### src/rtl/x_input_conditioner.sv
// Button/switch conditioner: 2-flop synchroniser, Gray-coded debounce FSM and rise/fall strobes.
// Defining GLITCH_CNT_EN adds an 8-bit saturating count of rejected glitches on port glitch_cnt.
module x_input_conditioner #(
  parameter int DEBOUNCE_CYCLES = 8,
  parameter int CNT_W           = 4
) (
  input  logic       clk,
  input  logic       rst,
  input  logic       btn_in,
  output logic       x,
  output logic       x_rise,
  output logic       x_fall,
`ifdef GLITCH_CNT_EN
  output logic [7:0] glitch_cnt,
`endif
  output logic [1:0] state
);

  typedef enum logic [1:0] {
    S_LOW       = 2'b00,
    S_RISE_WAIT = 2'b01,
    S_HIGH      = 2'b11,
    S_FALL_WAIT = 2'b10
  } state_t;

  localparam logic [CNT_W-1:0] CNT_LAST = CNT_W'(DEBOUNCE_CYCLES - 1);

  state_t           st;
  logic             sync1;
  logic             sync2;
  logic [CNT_W-1:0] cnt;

  assign state = st;

  // Synchroniser stage: only sync2 is allowed to reach the FSM.
  always_ff @(posedge clk or posedge rst) begin
    if (rst) begin
      sync1 <= 1'b0;
      sync2 <= 1'b0;
    end else begin
      sync1 <= btn_in;
      sync2 <= sync1;
    end
  end

  // Debounce stage: x only moves after the new level survives a full wait.
  always_ff @(posedge clk or posedge rst) begin
    if (rst) begin
      st     <= S_LOW;
      cnt    <= '0;
      x      <= 1'b0;
      x_rise <= 1'b0;
      x_fall <= 1'b0;
    end else begin
      x_rise <= 1'b0;
      x_fall <= 1'b0;
      case (st)
        S_LOW: begin
          if (sync2) begin
            st  <= S_RISE_WAIT;
            cnt <= '0;
          end
        end
        S_RISE_WAIT: begin
          if (!sync2) begin
            st  <= S_LOW;
            cnt <= '0;
          end else if (cnt == CNT_LAST) begin
            st     <= S_HIGH;
            x      <= 1'b1;
            x_rise <= 1'b1;
            cnt    <= '0;
          end else begin
            cnt <= cnt + CNT_W'(1);
          end
        end
        S_HIGH: begin
          if (!sync2) begin
            st  <= S_FALL_WAIT;
            cnt <= '0;
          end
        end
        S_FALL_WAIT: begin
          if (sync2) begin
            st  <= S_HIGH;
            cnt <= '0;
          end else if (cnt == CNT_LAST) begin
            st     <= S_LOW;
            x      <= 1'b0;
            x_fall <= 1'b1;
            cnt    <= '0;
          end else begin
            cnt <= cnt + CNT_W'(1);
          end
        end
        default: begin
          st  <= S_LOW;
          cnt <= '0;
        end
      endcase
    end
  end

`ifdef GLITCH_CNT_EN
  function automatic logic [7:0] sat_inc8(input logic [7:0] v);
    return (v == 8'hFF) ? v : v + 8'd1;
  endfunction

  logic glitch;
  assign glitch = ((st == S_RISE_WAIT) && !sync2) || ((st == S_FALL_WAIT) && sync2);

  always_ff @(posedge clk or posedge rst) begin
    if (rst) glitch_cnt <= 8'h00;
    else if (glitch) glitch_cnt <= sat_inc8(glitch_cnt);
  end
`endif

endmodule
### config.mk
export PLATFORM = sky130hd
export DESIGN_NAME = x_input_conditioner
export DESIGN_NICKNAME = d
export VERILOG_FILES = /design/src/rtl/x_input_conditioner.sv
export SDC_FILE = /design/constraint.sdc
export NUM_CORES = 1
export LEC_CHECK = 0
export ABC_AREA = 0
export BUFFER_PORTS_ARGS = -buffer_cell sky130_fd_sc_hd__buf_2
export CAP_MARGIN = 20
export CELL_PAD_IN_SITES_DETAIL_PLACEMENT = 0
export CELL_PAD_IN_SITES_GLOBAL_PLACEMENT = 1
export CORE_MARGIN = 4
export CORE_UTILIZATION = 25
export DETAILED_ROUTE_END_ITERATION = 6
export HOLD_SLACK_MARGIN = 0.1
export PLACE_DENSITY = 0.49
export SETUP_SLACK_MARGIN = 0.4
export SYNTH_ARGS = -nofsm -noshare
export SYNTH_HDL_FRONTEND = slang
export SYNTH_SLANG_ARGS = --single-unit
### constraint.sdc
create_clock -name clk -period 1.9 [get_ports clk]
set_clock_uncertainty 0.15 [all_clocks]
set_input_delay 0.38 -clock clk [delete_from_list [all_inputs] [get_ports clk]]
set_output_delay 0.38 -clock clk [all_outputs]
set_load 0.05 [all_outputs]
==> flow_summary.yaml <==
outcome:
  status: "complete, no violations"
timing:
  slew_headroom: 0.705
  worst_pin_slew_ns: 0.442
  setup_viol: 0
  timing.fmax_mhz: 587
  finalCritPeriodShare: 0.896
  tns_ns: 0
  slew_violations: 0
  final_hold_viol_count: 0
  rsz0062_at_grt: "yes"
  holdWs_ns: 0.202
  fin_crit_ns: 1.70
grt:
  antenna_found_initial: 0
  grt_pass1_wl_mm: 2.11
  grt_pass1_vias: 463
  grt_util_all_layers: 0.0865
  grt_overflow: 0
  grt_max_degree: 12
clock_tree:
  clock-root-buffer: "clkbuf_4"
  htreeDepth: 1
  clock_latency_ns: 0.27
  cts_made_buffers: 3
  clk_path_buf_depth: 2
  cts.sinks: 11
  clk_pin_slew_ns: 0.08
  cts_tree: "done"
place:
  dpl.hpwl_um: 889
  gp_congestion: 0.712
  port_buffers: 7
  dp.cells: 92
route:
  drt-pass1-iter-count: 4
  avgViaCountPerCell: 4.54
  wirelength_mm: 1.28
  remaining_drc_errors: 0
  wl_per_cell_um: 12.5
  antenna_left: 0
  vias: 463
  drt_iter0_markers: 10
floorplanning:
  fp.dieH_um: 57.2
  io_pins: 8
  start_util: 0.268
  die_w_um: 57.2
  rows: 17
  coreArea_um2: 2250
  floorplan.die_area_um2: 3270
job:
  drv_cap: 0
synthesis:
  syn_nets: 66
  ys.warnings.count: 0
  yosysTopAreaCell: "dfrtp_1"
  ys_ff_latch: 11
  syn_inst: 57
  ys_seq_area_frac: 0.455
  netlist_area_um2: 604
  yosysUniqueCellTypes: 20
  yosysTopAreaCellShare: 0.455
  synthTopCellsByArea: "dfrtp_1, ha_1, mux2_4"
  avgSynthCellArea_um2: 10.6
pwr:
  p_clk_frac: 0.148
  switching_power_mw: 0.469
  leakagePower_nw: 0.366
  p_int_mw: 0.657
  pwr-share-comb: 0.566
  seq_power_share: 0.287
  max-vdd-ir-drop_v: 0.000641
  powerDensity_nw_per_um2: 1380
  swShare: 0.417
final_layout:
  drive_gt1_frac: 0.392
  fin_cells: 102
  syn_to_final_growth_pct: 35.0
  antennaDiodeCount: 0
  fin_nets: 84
  fillCellCount: 246
min_path:
  hold_path.class: "reg2reg"
worst_setup_path:
  path_max_fanout: 4
  critical_path_class: "reg2reg"
  cp_data_required_time_ns: 1.91
  arrival_ns: 1.72
  cp-start-kind: "flip-flop"
  cp-end-kind: "flip-flop"
-- critical path, stage by stage, from the launching register on --
cell     delay (ns)
dfrtp_2        0.46
ha_2           0.23
mux2_4         0.26
a21o_1         0.19
mux2_4         0.30
-- flip-flops by register name, indices dropped and copies added, names as in the netlist --
signal / count
x: 1
sync2: 1
cnt: 4
x_rise: 1
x_fall: 1
sync1: 1
state: 2
-- worst paths after layout --
| check | from | cells past startpoint | endpoint | slack (ns) |
|---|---|---|---|---|
| worst max-delay path | state[0]$_DFFE_PP0P_ | 4 | state[1]$_DFFE_PP0P_ | 0.20 |
| worst min-delay path | sync1$_DFF_PP0_ | 0 | sync2$_DFF_PP0_ | 0.20 |
| worst max register to register | state[0]$_DFFE_PP0P_ | 4 | state[1]$_DFFE_PP0P_ | 0.20 |
| worst min register to register | sync1$_DFF_PP0_ | 0 | sync2$_DFF_PP0_ | 0.20 |
| max in group asynchronous | rst | 3 | state[0]$_DFFE_PP0P_ | 0.78 |
| min in group asynchronous | rst | 3 | x$_DFFE_PP0P_ | 0.49 |
-- timing repair --
action / in CTS / in global routing
hold endpoints to repair: 12 / 0
hold buffers: 2 / 0
pin swaps: 4 / 0
setup endpoints to repair: 6 / 8
setup buffers: 4 / 0
gates cloned: 0 / 0
resized for setup: 7 / 5
-- cells by family (layout without fill, tap and decap cells) --
logic type,Yosys count,count (layout),synth area share
and+or+nand+nor,18,18,0.162
buffers and inverters,7,24,0.0559
DFF,11,11,0.455
muxes,5,5,0.108
adders and majority gates,6,6,0.124
AOI/OAI and AO/OA,10,10,0.0952
-- cell type report --
type / count / area [um2] / share of cell area
multi-input cells: 39 / 350 / 0.429
flip-flops and latches: 11 / 278 / 0.340
repair buffers: 14 / 98.8 / 0.121
well taps: 28 / 35.0 / 0.0429
inverters: 6 / 27.5 / 0.0337
clock buffers: 4 / 26.3 / 0.0322
-- routing by layer --
metal  track usage  vias up  routed length, um
li1              -      233                  -
met1         0.112      218                623
met2         0.126        8                583
met3        0.0204        4                 38
met4        0.0596        0                 33
met5             0        -                  0
-- per-stage QoR --
step           setup slack, ns  power, mW  utilization  cell area (um2)
6_report                 0.197       1.13        0.362              816
5_1_grt                  0.157       1.22        0.362              816
4_1_cts                  0.200       1.10        0.354              798
3_5_place_dp             0.150      0.795        0.306              691
3_3_place_gp             0.151      0.805        0.306              691
2_1_floorplan           0.0327      0.696            -              624
-- synth_stat cells, drive strengths merged --
| cell type | instances |
|---|---|
| nand4b | 2 |
| mux2i | 2 |
| o22ai | 2 |
| a21o | 1 |
| o21ai | 3 |
| nand2 | 5 |
| nand3 | 3 |
| a21oi | 2 |
| nor2 | 3 |
| and3b | 1 |
| ha | 6 |
| nand4 | 1 |
| nand2b | 1 |
| inv | 6 |
| a31oi | 2 |
| nand3b | 1 |
| buf | 1 |
| and3 | 1 |
| mux2 | 3 |
| dfrtp | 11 |
-- placed cells by master (no fill, tap or decap), types with 3 or more instances in the layout --
cell type	count
nand2_1	4
inv_1	4
buf_4	5
dfrtp_1	9
clkbuf_4	3
mux2_4	3
ha_4	3
nand3_1	3
nor2_1	3
buf_2	6
-- power groups by stage --
stage	logic [mW]	registers, mW	clock network (mW)
floorplan	0.319	0.377	0
global placement	0.491	0.314	0
detailed placement	0.479	0.315	0
CTS	0.600	0.319	0.177
global route	0.701	0.328	0.188
finish	0.637	0.323	0.166
Note: power is estimated with default switching activity, not from simulation.
